===== src/rtl/inst_buf_pkg.sv =====
// rtl/inst_buf_pkg.sv - shared widths and constants for the fetch-to-decode instruction buffer
package inst_buf_pkg;

  localparam int InstAddrBus = 32;
  localparam int InstBus     = 32;

  localparam logic [31:0] ZeroWord = 32'h0000_0000;

endpackage


===== src/rtl/inst_buf_fifo.sv =====
// rtl/inst_buf_fifo.sv - DEPTH-entry pc/inst storage with wrapping pointers and occupancy count
module inst_buf_fifo #(
  parameter int DEPTH  = 4,
  parameter int ADDR_W = 32,
  parameter int INST_W = 32
) (
  input  logic              clk,
  input  logic              rst,
  input  logic              flush,
  input  logic              wr_en,
  input  logic [ADDR_W-1:0] wr_pc,
  input  logic [INST_W-1:0] wr_inst,
  input  logic              rd_en,
  output logic [ADDR_W-1:0] rd_pc,
  output logic [INST_W-1:0] rd_inst,
  output logic              empty,
  output logic              full
);

  localparam int PTR_W = $clog2(DEPTH);
  localparam int CNT_W = PTR_W + 1;

  logic [ADDR_W-1:0] pc_mem_q   [DEPTH];
  logic [INST_W-1:0] inst_mem_q [DEPTH];

  logic [PTR_W-1:0] wr_ptr_q, wr_ptr_d;
  logic [PTR_W-1:0] rd_ptr_q, rd_ptr_d;
  logic [CNT_W-1:0] count_q, count_d;

  assign empty   = (count_q == '0);
  assign full    = (count_q == CNT_W'(DEPTH));
  assign rd_pc   = pc_mem_q[rd_ptr_q];
  assign rd_inst = inst_mem_q[rd_ptr_q];

  // DEPTH is a power of two, so pointer overflow is the modulo wrap.
  always_comb begin
    wr_ptr_d = wr_ptr_q;
    rd_ptr_d = rd_ptr_q;
    count_d  = count_q;
    if (wr_en) begin
      wr_ptr_d = wr_ptr_q + PTR_W'(1);
    end
    if (rd_en) begin
      rd_ptr_d = rd_ptr_q + PTR_W'(1);
    end
    count_d = count_q + CNT_W'(wr_en) - CNT_W'(rd_en);
  end

  always_ff @(posedge clk) begin
    if (rst || flush) begin
      wr_ptr_q <= '0;
      rd_ptr_q <= '0;
      count_q  <= '0;
    end else begin
      wr_ptr_q <= wr_ptr_d;
      rd_ptr_q <= rd_ptr_d;
      count_q  <= count_d;
    end
  end

  // Storage is never cleared; entries outside the count are ignored.
  always_ff @(posedge clk) begin
    if (wr_en) begin
      pc_mem_q[wr_ptr_q]   <= wr_pc;
      inst_mem_q[wr_ptr_q] <= wr_inst;
    end
  end

endmodule


===== src/rtl/inst_buf.sv =====
// rtl/inst_buf.sv - fetch-to-decode instruction buffer with registered ID output
// INST_BUF_BYPASS_EN: when defined, a push into an empty buffer goes straight to the output register
module inst_buf
  import inst_buf_pkg::*;
#(
  parameter int DEPTH  = 4,
  parameter int ADDR_W = InstAddrBus,
  parameter int INST_W = InstBus
) (
  input  logic              clk,
  input  logic              rst,
  input  logic              flush,
  input  logic              push_valid,
  input  logic [ADDR_W-1:0] push_pc,
  input  logic [INST_W-1:0] push_inst,
  output logic              push_ready,
  input  logic              id_stall,
  output logic              id_valid,
  output logic [ADDR_W-1:0] id_pc,
  output logic [INST_W-1:0] id_inst
);

  logic              fifo_empty;
  logic              fifo_full;
  logic              fifo_wr;
  logic              fifo_rd;
  logic [ADDR_W-1:0] head_pc;
  logic [INST_W-1:0] head_inst;
  logic              accept;
  logic              advance;

  logic              id_valid_q, id_valid_d;
  logic [ADDR_W-1:0] id_pc_q, id_pc_d;
  logic [INST_W-1:0] id_inst_q, id_inst_d;

  // No full pass-through: a pop in the same cycle does not open a slot.
  assign push_ready = !fifo_full && !flush;
  assign accept     = push_valid && push_ready;
  assign advance    = !id_stall || !id_valid_q;
  assign fifo_rd    = advance && !fifo_empty && !flush;

`ifdef INST_BUF_BYPASS_EN
  logic bypass;
  assign bypass  = advance && fifo_empty && accept;
  assign fifo_wr = accept && !bypass;
`else
  assign fifo_wr = accept;
`endif

  inst_buf_fifo #(
    .DEPTH  (DEPTH),
    .ADDR_W (ADDR_W),
    .INST_W (INST_W)
  ) u_fifo (
    .clk     (clk),
    .rst     (rst),
    .flush   (flush),
    .wr_en   (fifo_wr),
    .wr_pc   (push_pc),
    .wr_inst (push_inst),
    .rd_en   (fifo_rd),
    .rd_pc   (head_pc),
    .rd_inst (head_inst),
    .empty   (fifo_empty),
    .full    (fifo_full)
  );

  always_comb begin
    id_valid_d = id_valid_q;
    id_pc_d    = id_pc_q;
    id_inst_d  = id_inst_q;
    if (flush) begin
      id_valid_d = 1'b0;
      id_pc_d    = ADDR_W'(ZeroWord);
      id_inst_d  = INST_W'(ZeroWord);
    end else if (advance) begin
      if (!fifo_empty) begin
        id_valid_d = 1'b1;
        id_pc_d    = head_pc;
        id_inst_d  = head_inst;
      end
`ifdef INST_BUF_BYPASS_EN
      else if (bypass) begin
        id_valid_d = 1'b1;
        id_pc_d    = push_pc;
        id_inst_d  = push_inst;
      end
`endif
      else begin
        id_valid_d = 1'b0;
        id_pc_d    = ADDR_W'(ZeroWord);
        id_inst_d  = INST_W'(ZeroWord);
      end
    end
  end

  always_ff @(posedge clk) begin
    if (rst) begin
      id_valid_q <= 1'b0;
      id_pc_q    <= ADDR_W'(ZeroWord);
      id_inst_q  <= INST_W'(ZeroWord);
    end else begin
      id_valid_q <= id_valid_d;
      id_pc_q    <= id_pc_d;
      id_inst_q  <= id_inst_d;
    end
  end

  assign id_valid = id_valid_q;
  assign id_pc    = id_pc_q;
  assign id_inst  = id_inst_q;

endmodule


===== config.mk =====
export PLATFORM = sky130hd
export DESIGN_NAME = inst_buf
export DESIGN_NICKNAME = d
export VERILOG_FILES = /design/src/rtl/inst_buf_pkg.sv /design/src/rtl/inst_buf_fifo.sv /design/src/rtl/inst_buf.sv
export SDC_FILE = /design/constraint.sdc
export NUM_CORES = 1
export LEC_CHECK = 0
export CAP_MARGIN = 20
export CORE_MARGIN = 2
export CORE_UTILIZATION = 45
export CTS_CLUSTER_DIAMETER = 60
export DETAILED_ROUTE_END_ITERATION = 16
export PLACE_DENSITY_LB_ADDON = 0.15
export SLEW_MARGIN = 20
export SYNTH_ARGS = -nofsm -noshare
export SYNTH_HDL_FRONTEND = slang
export SYNTH_HIERARCHICAL = 1
export SYNTH_SLANG_ARGS = --single-unit

===== constraint.sdc =====
create_clock -name clk -period 8.55 [get_ports clk]
set_input_delay 1.71 -clock clk [delete_from_list [all_inputs] [get_ports clk]]
set_output_delay 1.71 -clock clk [all_outputs]
set_load 0.01 [all_outputs]

==> impl_metrics.toml <==
[run_status]
status = "complete, no violations"

[power]
leakage_nw = 4.75
p_per_area_mw_per_mm2 = 227
ir_drop_mv = 0.128

[yosys]
ys_seq_elements = 330
ys_async_sr_fraction = 0
synth_area_mm2 = 0.0123
ys_types = 28
synthFlopType = "edfxtp_1"
ys_seq_area_frac = 0.747
yosysWarnings = 6
synth_nets = 744
synth.avg_cell_area_um2 = 18.4
netlist_instances = 668
synth-edff-count = 256

[grt]
grt_pass1_vias = 6545
grtUsageMet3 = 0.0371
grt.busiest_layer = "met2"
grtUsageTotal = 0.168
gr-total-overflow = 0
grt_max_degree = 66
grt_pass1_wl_um = 36500
grt_util_met1 = 0.212
antenna_found_initial = 1
grt_use_met2 = 0.297

[detailed_routing]
ant_nets = 0
vias = 6148
drc = 0
drt-total-wl_um = 23900
via_per_inst = 5.23
dr.pass1.iters = 6
first_iter_violations = 401
wl_per_cell_um = 20.3

[sta]
max_freq_ghz = 0.219
hold_viol = 0
slew_viol_final = 0
period_needed_ns = 4.57
fin_crit_sh = 0.534
tns_ns = 0
slew_headroom = 0.303
worst_slack_ns = 3.98
rsz0062_at_grt = "false"
finalSetupViolCount = 0
clock_skew_ns = 0.00918
tightest_slew_ns = 1.05
whs_ns = 0.457

[floorplanning]
dieArea_mm2 = 0.0286
io_pins = 135
core-area_mm2 = 0.0269
rows = 60
fp.dieW_um = 169
die_h_um = 169
floorplan.initialDensity = 0.457

[cts]
clk_pin_slew_ns = 0.06
postCtsHoldBufs = 0
cts_buffers = 35
insertion_delay_ns = 0.50
cts.sinks = 330
cts-root-buf = "clkbuf_16"
ctsResizeCount = 0
cts_setup_buffers = 0
cts_tree = "built"
htreeDepth = 2
clock_path_buffers = 3

[critical_path]
crit_path_max_incr_delay_ns = 0.55
crit_chain = "clkdlybuf4s50_1, nor2_1, clkdlybuf4s50_1"
critical_path.startpoint = "flush"
timing.rr.start = "u_fifo/count_q[1]$_SDFF_PP0_"
worstPathRequired_ns = 6.84
critPathMostFrequentCell = "clkdlybuf4s50_1"
worstSetupEndpointType = "output port"
cp_max_fo = 4
startpoint_type = "input pin"
path_class = "in2out"
critPathArrivalTime_ns = 2.86
slowest_stage = "clkdlybuf4s50_1"

[final_layout]
layout_common_cells = "edfxtp_1, clkdlybuf4s50_1, nand2_1"
postLayoutCoreUtil = 0.554
layoutNonFillerInstCount = 1175
area_delta_synth_final_pct = 21.3
layout-drive-gt1-share = 0.203
multi_input_area_mm2 = 0.00280
final_common_cell = "edfxtp_1"
fillers = 2149
ff_latch_area_mm2 = 0.00918
layout.nets = 881

[placement]
dp_cells = 1109
io_buffers = 134
gp_congestion = 0.715
post-place-ws_ns = 3.97
hpwlAfterDp_um = 12900

[job]
max_cap_violations = 0

[min_path]
min_from = "id_inst[10]$_SDFFE_PP0P_"
hold_class = "reg2reg"
worst max-delay path, delay by kind of cell:
| kind | cells | cell delay [ns] |
|---|---|---|
| buffers and inverters | 2 | 1.00 |
| AND/OR/NAND/NOR | 1 | 0.15 |
worst paths after layout:
check                                  to  cells after the start  slack [ns]
min reg2reg      id_inst[10]$_SDFFE_PP0P_                      2        0.46
max                            push_ready                      3        3.98
max reg2reg  u_fifo/count_q[2]$_SDFF_PP0_                      9        6.01
min              id_inst[10]$_SDFFE_PP0P_                      2        0.46
power by group:
group | leakage, nW | internal [mW] | total [mW] | switching, mW
Sequential | 2.92 | 1.76 | 1.78 | 0.0150
Clock | 0.527 | 0.838 | 1.41 | 0.569
Combinational | 1.30 | 0.0996 | 0.199 | 0.0991
Total | 4.75 | 2.70 | 3.38 | 0.683
layout make-up:
cell class / count / area share
flip-flops and latches: 330 / 0.616
multi-input cells: 291 / 0.188
repair buffers: 138 / 0.0921
clock buffers: 55 / 0.0701
well taps: 341 / 0.0286
clock inverters: 8 / 0.00260
inverters: 9 / 0.00227
diodes: 3 / 0.000504
stage by stage:
stage	power, mW	cell area [um^2]
after floorplan	1.92	12300
after global placement	2.01	13800
after detailed placement	2.02	13800
after CTS	3.43	14900
after global routing	3.50	14900
final	3.38	14900
flip-flops by register name, indices dropped and copies added (netlist names), named ones only:
| register | cells |
|---|---|
| id_valid | 1 |
| u_fifo/inst_mem_q | 128 |
| u_fifo/rd_ptr_q | 2 |
| u_fifo/count_q | 3 |
| u_fifo/pc_mem_q | 128 |
| id_pc | 32 |
| u_fifo/wr_ptr_q | 2 |
| id_inst | 32 |
cells by family after synthesis:
kind of cell | share of synthesized area
buffers and inverters | 0.0277
XOR/XNOR | 0.00336
AO/OA/AOI/OAI | 0.0429
flip-flops | 0.747
AND/OR/NAND/NOR | 0.0522
multiplexers | 0.119
adder cells (fa/ha/maj) | 0.00774
cells in the mapped netlist (2+ instances only):
master	instances	area, um^2
a21oi_1	16	80.1
a21oi_2	49	429
and2_1	6	37.5
buf_1	5	18.8
buf_12	6	120
buf_2	9	45.0
buf_6	7	78.8
clkbuf_1	9	33.8
clkbuf_2	2	10.0
dfxtp_1	74	1480
edfxtp_1	256	7690
ha_1	6	75.1
inv_1	9	33.8
mux4_1	4	105
mux4_2	60	1350
nand2_1	115	432
nand3b_1	15	113
nor2_1	8	30.0
nor3_1	2	10.0
xnor2_1	2	17.5
routing by layer:
metal | share of wire | routed length (um) | vias to the layer above
li1 | - | - | 2825
met1 | 0.41 | 9890 | 3150
met2 | 0.52 | 12300 | 137
met3 | 0.052 | 1240 | 36
met4 | 0.016 | 385 | 0
met5 | 0 | 0 | -
(Power assumes the default switching activity.)
